<file path="src/rtl/lz_mask_decoder_pkg.sv">
// Shared types and sizing for the leading-zero mask decoder.
package lz_mask_decoder_pkg;

  typedef enum logic [1:0] {IDLE, BUILD, DONE} state_e;

  localparam int LZ_WIDTH = 32;
  localparam int LZ_GROUP = 8;
  localparam int NG       = LZ_WIDTH / LZ_GROUP;
  localparam int GIW      = (NG > 1) ? $clog2(NG) : 1;

  function automatic int calc_cw(input int width);
    return $clog2(width + 1);
  endfunction

endpackage

</file>
<file path="src/rtl/lz_mask_group_slice.sv">
// Combinational generator for one GROUP-bit slice of the decoded word.
// Optional one-hot mode under LZ_MASK_DECODER_ONEHOT_EN.
module lz_mask_group_slice
  import lz_mask_decoder_pkg::*;
#(
  parameter int WIDTH = LZ_WIDTH,
  parameter int GROUP = LZ_GROUP,
  parameter int CW    = calc_cw(WIDTH),
  parameter int GW    = GIW
) (
  input  logic [GW-1:0]    g,
  input  logic [CW-1:0]    cnt,
`ifdef LZ_MASK_DECODER_ONEHOT_EN
  input  logic             onehot,
`endif
  output logic [GROUP-1:0] grp
);

  // Bit k of the slice is absolute MSB-index g*GROUP+k; slice MSB is k=0.
  always_comb begin
    grp = '0;
    for (int k = 0; k < GROUP; k++) begin
`ifdef LZ_MASK_DECODER_ONEHOT_EN
      if (onehot)
        grp[GROUP-1-k] = ((int'(g) * GROUP + k) == int'(cnt));
      else
        grp[GROUP-1-k] = ((int'(g) * GROUP + k) >= int'(cnt));
`else
      grp[GROUP-1-k] = ((int'(g) * GROUP + k) >= int'(cnt));
`endif
    end
  end

endmodule

</file>
<file path="src/rtl/lz_mask_decoder.sv">
// Iterative inverse of a leading-zero counter: builds count zeros then ones, one group per cycle.
// Optional one-hot output mode enabled by LZ_MASK_DECODER_ONEHOT_EN.
module lz_mask_decoder
  import lz_mask_decoder_pkg::*;
#(
  parameter int WIDTH = LZ_WIDTH,
  parameter int GROUP = LZ_GROUP,
  parameter int CW    = calc_cw(WIDTH)
) (
  input  logic             clk,
  input  logic             rst_n,
  input  logic             in_valid,
  output logic             in_ready,
  input  logic [CW-1:0]    in_count,
`ifdef LZ_MASK_DECODER_ONEHOT_EN
  input  logic             in_onehot,
`endif
  output logic             out_valid,
  input  logic             out_ready,
  output logic [WIDTH-1:0] out_word,
  output logic             out_sat
);

  localparam int NGL = WIDTH / GROUP;
  localparam int GW  = (NGL > 1) ? $clog2(NGL) : 1;

  state_e           state_q, state_d;
  logic [GW-1:0]    g_q, g_d;
  logic [CW-1:0]    cnt_q, cnt_d;
  logic             sat_q, sat_d;
  logic [WIDTH-1:0] word_q, word_d;
  logic             in_ready_q, in_ready_d;
  logic             out_valid_q, out_valid_d;
  logic [GROUP-1:0] grp;
`ifdef LZ_MASK_DECODER_ONEHOT_EN
  logic             onehot_q, onehot_d;
`endif

  lz_mask_group_slice #(
    .WIDTH (WIDTH),
    .GROUP (GROUP),
    .CW    (CW),
    .GW    (GW)
  ) u_slice (
    .g      (g_q),
    .cnt    (cnt_q),
`ifdef LZ_MASK_DECODER_ONEHOT_EN
    .onehot (onehot_q),
`endif
    .grp    (grp)
  );

  always_comb begin
    state_d     = state_q;
    g_d         = g_q;
    cnt_d       = cnt_q;
    sat_d       = sat_q;
    word_d      = word_q;
    in_ready_d  = in_ready_q;
    out_valid_d = out_valid_q;
`ifdef LZ_MASK_DECODER_ONEHOT_EN
    onehot_d    = onehot_q;
`endif
    case (state_q)
      IDLE: begin
        if (in_valid && in_ready_q) begin
          cnt_d      = (in_count > CW'(WIDTH)) ? CW'(WIDTH) : in_count;
          sat_d      = (in_count > CW'(WIDTH));
          word_d     = '0;
          g_d        = '0;
          in_ready_d = 1'b0;
          state_d    = BUILD;
`ifdef LZ_MASK_DECODER_ONEHOT_EN
          onehot_d   = in_onehot;
`endif
        end
      end
      BUILD: begin
        // MSB group is produced first, so shifting left lands it at the top after NG steps.
        word_d = {word_q[WIDTH-GROUP-1:0], grp};
        g_d    = g_q + GW'(1);
        if (g_q == GW'(NGL - 1)) begin
          state_d     = DONE;
          out_valid_d = 1'b1;
        end
      end
      DONE: begin
        if (out_ready) begin
          state_d     = IDLE;
          out_valid_d = 1'b0;
          in_ready_d  = 1'b1;
        end
      end
      default: begin
        state_d     = IDLE;
        in_ready_d  = 1'b1;
        out_valid_d = 1'b0;
      end
    endcase
  end

  always_ff @(posedge clk or negedge rst_n) begin
    if (!rst_n) begin
      state_q     <= IDLE;
      g_q         <= '0;
      cnt_q       <= '0;
      sat_q       <= 1'b0;
      word_q      <= '0;
      in_ready_q  <= 1'b1;
      out_valid_q <= 1'b0;
`ifdef LZ_MASK_DECODER_ONEHOT_EN
      onehot_q    <= 1'b0;
`endif
    end else begin
      state_q     <= state_d;
      g_q         <= g_d;
      cnt_q       <= cnt_d;
      sat_q       <= sat_d;
      word_q      <= word_d;
      in_ready_q  <= in_ready_d;
      out_valid_q <= out_valid_d;
`ifdef LZ_MASK_DECODER_ONEHOT_EN
      onehot_q    <= onehot_d;
`endif
    end
  end

  // Partial words built during BUILD are never visible outside.
  assign in_ready  = in_ready_q;
  assign out_valid = out_valid_q;
  assign out_word  = out_valid_q ? word_q : '0;
  assign out_sat   = out_valid_q & sat_q;

endmodule

</file>
<file path="config.mk">
export PLATFORM = sky130hd
export DESIGN_NAME = lz_mask_decoder
export DESIGN_NICKNAME = d
export VERILOG_FILES = /design/src/rtl/lz_mask_decoder_pkg.sv /design/src/rtl/lz_mask_group_slice.sv /design/src/rtl/lz_mask_decoder.sv
export SDC_FILE = /design/constraint.sdc
export NUM_CORES = 1
export LEC_CHECK = 0
export ABC_AREA = 1
export CAP_MARGIN = 5
export CORE_ASPECT_RATIO = 1.1
export CORE_MARGIN = 8
export CORE_UTILIZATION = 46
export DETAILED_ROUTE_END_ITERATION = 10
export PLACE_DENSITY = 0.83
export REMOVE_ABC_BUFFERS = 1
export SKIP_CTS_REPAIR_TIMING = 1
export SLEW_MARGIN = 20
export SYNTH_ARGS = -nofsm -noshare
export SYNTH_HDL_FRONTEND = slang
export SYNTH_SLANG_ARGS = --single-unit
export TNS_END_PERCENT = 50
</file>
<file path="constraint.sdc">
create_clock -name clk -period 1.4 [get_ports clk]
set_input_delay 0.21 -clock clk [delete_from_list [all_inputs] [get_ports clk]]
set_output_delay 0.21 -clock clk [all_outputs]
set_load 0.02 [all_outputs]
</file>
After elaboration in Yosys (flattened, before gate mapping) --
Cells that the tools add are included.
Storage, ports and cells: bits in registers 45, input bits 10, output and inout port bits 35, logic and storage cells 57
Cells by class: add/sub/neg operators 8, order comparisons 9, equality and inequality tests 6, mux-type cells 16, bitwise operators 3, reduce and logical (&&, ||, !) cells 8
Operators by type and width (number):
- >= comparator 32 x 7 -> 1 bit | 7
- two-way mux 32 bit | 2
- case mux 32 bit (2 select lines) | 1
- adder 5 x 3 -> 6 bit, second input constant | 4
- adder 5 x 2 -> 6 bit, second input constant | 2
- AND reduction 3 bit | 3
- two-way mux 2 bit | 4
- adder 5 x 1 -> 6 bit, second input constant | 1
- >= comparator 5 x 6 -> 1 bit | 1
- greater-than comparator 6 bit, second input constant | 1
- two-way mux 6 bit | 1
- inequality test 2 bit, second input constant | 3
- case mux 1 bit (3 select lines) | 2
- case mux 2 bit (3 select lines) | 1
- equality test 2 bit, second input constant | 2
- two-way mux 1 bit | 4
- case mux 2 bit (2 select lines) | 1
- AND reduction 2 bit | 2
- adder 2 x 1 -> 2 bit, second input constant | 1
- equality test 2 x 1 -> 1 bit, second input constant | 1
- logical NOT 2 bit | 1
- inverter 1 bit | 2
- nonzero test 2 bit | 1
- bitwise AND 1 bit | 1
- logical AND 1 bit | 1

Longest topological paths before layout --
Gate-level depths: netlist of the first run.
depth after elaboration 3, mapped depth 8, gate-level depth less buffers 8

Hierarchy --
A second synthesis of the first run with hierarchy kept.
Unflattened totals: cell total of the unflattened synthesis 308, area total of the unflattened synthesis 2548.7 um2
Modules (own cells, without submodules):
- lz_mask_decoder | times used 1, cells an instance 266, area each 2334.7 um2, sequential area each 1127.3 um2
- lz_mask_group_slice | times used 1, cells an instance 42, area each 214.0 um2, sequential area each 0.0 um2

Least setup slack after synthesis of the first run --
No wires, ideal clock.
path kind flip-flop to flip-flop, from register in_ready_q (netlist: in_ready), to register g_q[1], setup time 0.116 ns, arrival time 1.226 ns, data required time 1.284 ns, setup slack 0.057 ns, stages on the path, launching flop included 7, path buffers 1, period minus slack after synthesis 1.343 ns, cells stage by stage dfstp_2 nand2_1 nor2_8 nor2_8 buf_12 nand2_2 nand2_1
On the way: longest elaborated chain between the ends 3
Ends and longest elaborated chain:
- start, declared | RTL line lz_mask_decoder.sv:32 | logic in_ready_q, in_ready_d;
- start signal, assigned | RTL line lz_mask_decoder.sv:120 | in_ready_q <= in_ready_d;
- logical AND 1 bit | RTL line lz_mask_decoder.sv:66 | if (in_valid && in_ready_q) begin
- inequality test 2 bit (no line)
- AND reduction 2 bit (no line)
- end signal, assigned | RTL line lz_mask_decoder.sv:116 | g_q <= g_d;
- end, declared | RTL line lz_mask_decoder.sv:28 | logic [GW-1:0] g_q, g_d;
Every way passes these cells. A chain may end at the register's enable or synchronous reset.

Worst setup path after layout of the first run --
from register out_valid_q (netlist: out_valid), to output out_word[18]
On the way: longest elaborated chain between the ends 1
Ends and longest elaborated chain:
- start, declared | RTL line lz_mask_decoder.sv:33 | logic out_valid_q, out_valid_d;
- start signal, assigned | RTL line lz_mask_decoder.sv:121 | out_valid_q <= out_valid_d;
- two-way mux 32 bit | RTL line lz_mask_decoder.sv:131 | assign out_word = out_valid_q ? word_q : '0;
- end, declared | RTL line lz_mask_decoder.sv:20 | output logic [WIDTH-1:0] out_word,
Every way passes these cells.

==> flow_metrics.tcl, run 1 <==
set metrics [dict create \
    avgRoutedWirePerCell_um 11.57 \
    pre_cts_ws_ns -0.1279 \
    intPower_uw 3821 \
    coreArea_mm2 0.004684 \
    die_area_mm2 0.007417 \
    slew_violations 0 \
    p_total_uw 6852 \
    maxCapViolCount 0 \
    maxSlewHeadroom 0.6551 \
    area_growth_pct 37.52 \
    synth_common_cells "nand2_1, inv_1, dfrtp_1" \
    p_seq_frac 0.347 \
    max_freq_ghz 0.6788 \
    muxShareOfSynthArea 0 \
    required_ns 1.19 \
    rsz0062_at_grt "true" \
    synth_area_mm2 0.002261 \
    grt_pass1_wl_mm 7.790 \
    vias 1913 \
    drtIter0Drc 114 \
    dp.cells 395 \
    fillCellCount 403 \
    syn-mean-instance-area_um2 7.638 \
    skew_ns 0.002816 \
    layout_setup_ws_ns -0.07313 \
    synthAdderAreaFrac 0.02214 \
    antenna_found_initial 0 \
    gp_congestion 0.7249 \
    worst_slew_pin_slew_ns 0.5173 \
    grt_pass1_vias 1787 \
    cts_made_buffers 5 \
    dieWidth_um 82.85 \
    drt_first_pass_iters 4 \
    fin_nets 368 \
    synthXorXnorAreaFrac 0 \
    path_cells "buf_6 > buf_12 > nand2_1 > inv_1 > buf_6" \
    synth-main-ff-cell "dfrtp_1" \
    synth_seq_cells 45 \
    synthSimpleGateAreaFrac 0.3365 \
    finalCritPeriodShare 1.052 \
    setup_viol 26 \
    switching_power_uw 3031 \
    syn_inst 296 \
    crit_path_end_kind "primary output" \
    drive_above_1_share 0.3465 \
    synth_compound_area_frac 0.02490 \
    synthTopCellsByArea "dfrtp_1, nand2_1, inv_1" \
    io_pins 45 \
    io_buffers 44 \
    critPathLaunchType "flop" \
    slowest_delay_ns 0.46 \
    path_clk_slew_ns 0.08 \
    cts_tree "built" \
    die_y_um 89.53 \
    antenna_left 0 \
    regArea_mm2 0.001130 \
    cts_max_path_buffers 2 \
    synth_top_family_by_area "simple AND/OR/NAND/NOR gates" \
    diodes 0 \
    power_per_cell_area_mw_per_mm2 2204 \
    clk_latency_ns 0.29 \
    crit_path_max_fanout 8 \
    clock-sinks 45 \
    avgViaCountPerCell 4.655 \
    grt_max_degree 35 \
    peakVddDrop_v 0.0008603 \
    combPwrFrac 0.528 \
    p_sw_frac 0.4424 \
    synth_cell_types 25 \
    path_class "flop to primary output" \
    status "finished, violations left" \
    crit_arrival_ns 1.26 \
    synth_top_area_frac 0.4870 \
    synth_edf_count 0 \
    yosysTopAreaCell "dfrtp_1" \
    grt_overflow 0 \
    cp_slowest_cell "dfrtp_2" \
    drc 0 \
    violations "setup timing" \
    synth-warning-count 0 \
    path_common_cell "buf_6" \
    hold_viol 0 \
    leakage_uw 0.001955 \
    multi_input_area_mm2 0.001025 \
    cts-root-buf "clkbuf_8" \
    fp-row-count 26 \
    gr-usage-all-layers 0.1258 \
    min_period_ns 1.473 \
    power_frac_clock 0.125 \
    stdcell_count 411 \
    hold_class "input pin to asynchronous set/reset pin" \
    yosysSeqAreaShare 0.4986 \
    dp_hpwl_mm 3.250 \
    cts_max_level 2 \
    wirelength_mm 4.755 \
    initial_core_util 0.4826 \
    synth_most_common_cell "nand2_1" \
    postSynth.asyncResetShare 1.000 \
]
-- critical path: cells and delay by family (launching register included) --
kind / cells / cell delay, ns
and+or+nand+nor: 1 / 0.06
buffers and inverters: 4 / 0.45
DFF: 1 / 0.46
-- sequential cells by signal, summed over array words and instances (netlist names) --
name and cells:
out_valid 1, g_q 2, sat_q 1, cnt_q 6, word_q 32, in_ready 1, state_q 2
-- placed cells by master (no fill, tap or decap), types with 4 or more instances in the layout --
cell | synthesis | layout
o21ai_0 | 5 | 5
clkbuf_8 | 0 | 7
nor2_1 | 8 | 6
inv_2 | 3 | 20
nand2_4 | 1 | 15
buf_6 | 1 | 25
inv_1 | 46 | 29
nand2_1 | 142 | 119
dfrtp_1 | 44 | 42
buf_12 | 1 | 4
buf_4 | 1 | 10
nand2_2 | 10 | 19
nand3_1 | 12 | 12
clkbuf_2 | 0 | 7
buf_2 | 5 | 5
clkdlybuf4s50_1 | 0 | 8
-- stage by stage --
| step | setup TNS, ns | area, µm² | util | hold WS (ns) |
|---|---|---|---|---|
| 2_1_floorplan | 0 | 2178 | - | -0.08559 |
| 4_1_cts | -14.68 | 2878 | 0.6143 | -0.1877 |
| 6_report | -1.141 | 3109 | 0.6637 | 0.3460 |
| 5_1_grt | -2.483 | 3109 | 0.6637 | 0.3610 |
| 3_3_place_gp | -4.174 | 2776 | 0.5927 | 0.1360 |
| 3_5_place_dp | -5.922 | 2776 | 0.5927 | 0.1374 |
-- kinds of logic after synthesis --
family,Yosys count
buffers and inverters,59
and+or+nand+nor,178
DFF,45
AOI/OAI and AO/OA,10
adders and majority gates,4
-- power groups by stage --
| stage | clock, µW | sequential, µW | combinational, µW |
|---|---|---|---|
| final | 858 | 2380 | 3620 |
| after CTS | 886 | 2240 | 3050 |
| after floorplan | 0 | 2280 | 1840 |
| after global routing | 953 | 2450 | 4010 |
| after detailed placement | 0 | 2260 | 3020 |
| after global placement | 0 | 2240 | 2930 |
-- cell type report --
cell class                      count  area share
Sequential cell                    45      0.3634
Multi-Input combinational cell    192      0.3296
Timing Repair Buffer               61      0.1928
Inverter                           49     0.05915
Clock buffer                        7     0.03099
Tap cell                           56     0.02254
Clock inverter                      1    0.001610
-- routing by layer --
layer,GRT usage,wire length [µm],vias up
met2,0.2228,2507,42
met1,0.1341,1946,882
met4,0.03994,42,0
met3,0.05287,260,6
li1,-,-,983
met5,0,0,-
-- path summary, 6_finish.rpt --
check	from	to	slack (ns)	cells after the start
worst min-delay path	rst_n	word_q[13]	0.35	2
max in group asynchronous	rst_n	out_valid	0.58	3
min in group clk	word_q[29]	word_q[29]	0.49	2
worst min register to register	word_q[29]	word_q[29]	0.49	2
worst max-delay path	out_valid	out_word[18]	-0.07	5
worst max register to register	state_q[1]	word_q[13]	0.09	6
(Power assumes the default switching activity.)
==> inputs of run 2 (changes only) <==
--- a/config.mk
+++ b/config.mk
@@ -9,9 +9,10 @@
 export CAP_MARGIN = 5
 export CORE_ASPECT_RATIO = 1.1
 export CORE_MARGIN = 8
-export CORE_UTILIZATION = 46
+export CORE_UTILIZATION = 28
 export DETAILED_ROUTE_END_ITERATION = 10
-export PLACE_DENSITY = 0.83
+export HOLD_SLACK_MARGIN = 0.03
+export PLACE_DENSITY = 0.58
 export REMOVE_ABC_BUFFERS = 1
 export SKIP_CTS_REPAIR_TIMING = 1
 export SLEW_MARGIN = 20
==> flow_metrics.tcl, run 2 (same netlist as run 1, synthesis figures left out) <==
set metrics [dict create \
    path_cells "clkbuf_16 > nand2_1 > inv_1 > buf_2" \
    dieWidth_um 101.7 \
    violations "setup timing" \
    gp_congestion 0.7842 \
    peakVddDrop_v 0.0006474 \
    hold_viol 0 \
    drc 0 \
    worst_slew_pin_slew_ns 0.5279 \
    r2r-end "g_q[0]" \
    fp-row-count 34 \
    max_freq_ghz 0.7097 \
    maxCapViolCount 0 \
    cts_max_level 2 \
    layout_setup_ws_ns -0.009081 \
    fillCellCount 840 \
    clock-sinks 45 \
    slowest_delay_ns 0.46 \
    drive_above_1_share 0.2178 \
    r2r_setup_slack_ns 0.07 \
    multi_input_area_um2 883.3 \
    cts_made_buffers 5 \
    area_growth_pct 30.88 \
    mostFrequentLayoutCell "nand2_1" \
    worst-path-buf-inv 3 \
    final_cell_mix "nand2_1, inv_1, dfrtp_1" \
    power_per_cell_area_mw_per_mm2 2176 \
    top_regs "word_q (32), cnt_q (6)" \
    cts-root-buf "clkbuf_8" \
    regMostFlops "word_q" \
    cp.depth 4 \
    grt_overflow 0 \
    path_class "flop to primary output" \
    hold-worst-slack_ns 0.4151 \
    largest_register_ffs 32 \
    die_area_mm2 0.01121 \
    pre_cts_ws_ns -0.1708 \
    clk_latency_ns 0.29 \
    path_clk_slew_ns 0.08 \
    cts_tree "built" \
    crit_path_max_fanout 16 \
    avgViaCountPerCell 4.186 \
    crit_path_end_kind "primary output" \
    drt_first_pass_iters 4 \
    initial_core_util 0.2873 \
    regArea_mm2 0.001129 \
    grt_max_degree 35 \
    grt_pass1_vias 1907 \
    wirelength_mm 5.171 \
    io_pins 45 \
    coreArea_mm2 0.007870 \
    crit_arrival_ns 1.20 \
    avgRoutedWirePerCell_um 11.32 \
    maxSlewHeadroom 0.6481 \
    grt_pass1_wl_mm 8.542 \
    antenna_found_initial 0 \
    cp_slowest_cell "dfrtp_2" \
    min_period_ns 1.409 \
    setup_viol 6 \
    io_buffers 44 \
    dp_hpwl_mm 3.539 \
    antenna_left 0 \
    rr_startpoint "state_q[1]" \
    diodes 0 \
    leakage_uw 0.001839 \
    vias 1913 \
    gr-usage-all-layers 0.09563 \
    rsz0062_at_grt "true" \
    drtIter0Drc 111 \
    hold_class "input pin to asynchronous set/reset pin" \
    status "finished, violations left" \
    ff2ff_path_depth 6 \
    slew_violations 0 \
    fin_nets 362 \
    critPathLaunchType "flop" \
    cp_top_family "flip-flops" \
    cts_max_path_buffers 2 \
    skew_ns 0.003858 \
    die_y_um 110.2 \
    crit_start "out_valid" \
    required_ns 1.19 \
    finalCritPeriodShare 1.006 \
    final_core_util 0.3760 \
    crit_end "out_word[7]" \
]
## run 2: cell types whose count changed in the layout (fill, tap and decap cells not counted), sizes merged
cell / change
dlymetal6s2s: +1
buf: -4
clkinv: -1
bufinv: +1
clkbuf: -3
## run 2: power by group
group / total [µW] / switching, µW / internal [µW] / leakage (µW)
Sequential: 2260 / 423 / 1840 / 0.000590
Clock: 1020 / 439 / 582 / 0.0000585
Combinational: 3160 / 1920 / 1230 / 0.00119
Total: 6440 / 2790 / 3650 / 0.00184
## run 2: per-stage QoR
stage	instances	area [µm²]	total power [µW]	TNS [ns]
after floorplan	286	2178	4114	0
after global placement	447	2854	5286	-7.311
after detailed placement	447	2854	5370	-7.854
after CTS	455	2970	6409	-15.20
after global routing	457	2959	7027	-1.504
final	457	2959	6438	-0.02212
## run 2: layout make-up
type                       instances  area share
clock buffer                       7     0.02918
clock inverter                     1     0.01015
inverter                          49     0.06216
multi-input combinational        192      0.2985
sequential                        45      0.3814
tap                              108     0.04567
timing repair buffer              55      0.1729
## run 2: worst min path at each step
stage / to / depth (start not counted) / startpoint / slack (ns)
6_report: word_q[24] / 2 / rst_n / 0.42
5_1_grt: word_q[24] / 2 / rst_n / 0.46
4_1_cts: word_q[24] / 1 / rst_n / -0.13
3_5_place_dp: word_q[24] / 1 / rst_n / 0.19
3_3_place_gp: word_q[24] / 1 / rst_n / 0.18
2_1_floorplan: cnt_q[0] / 0 / rst_n / -0.09
## run 2: layer usage
metal | share of wire | GRT usage
met5 | 0 | 0
met2 | 0.48 | 0.1622
met1 | 0.46 | 0.1092
met4 | 0.015 | 0.04579
met3 | 0.046 | 0.02638
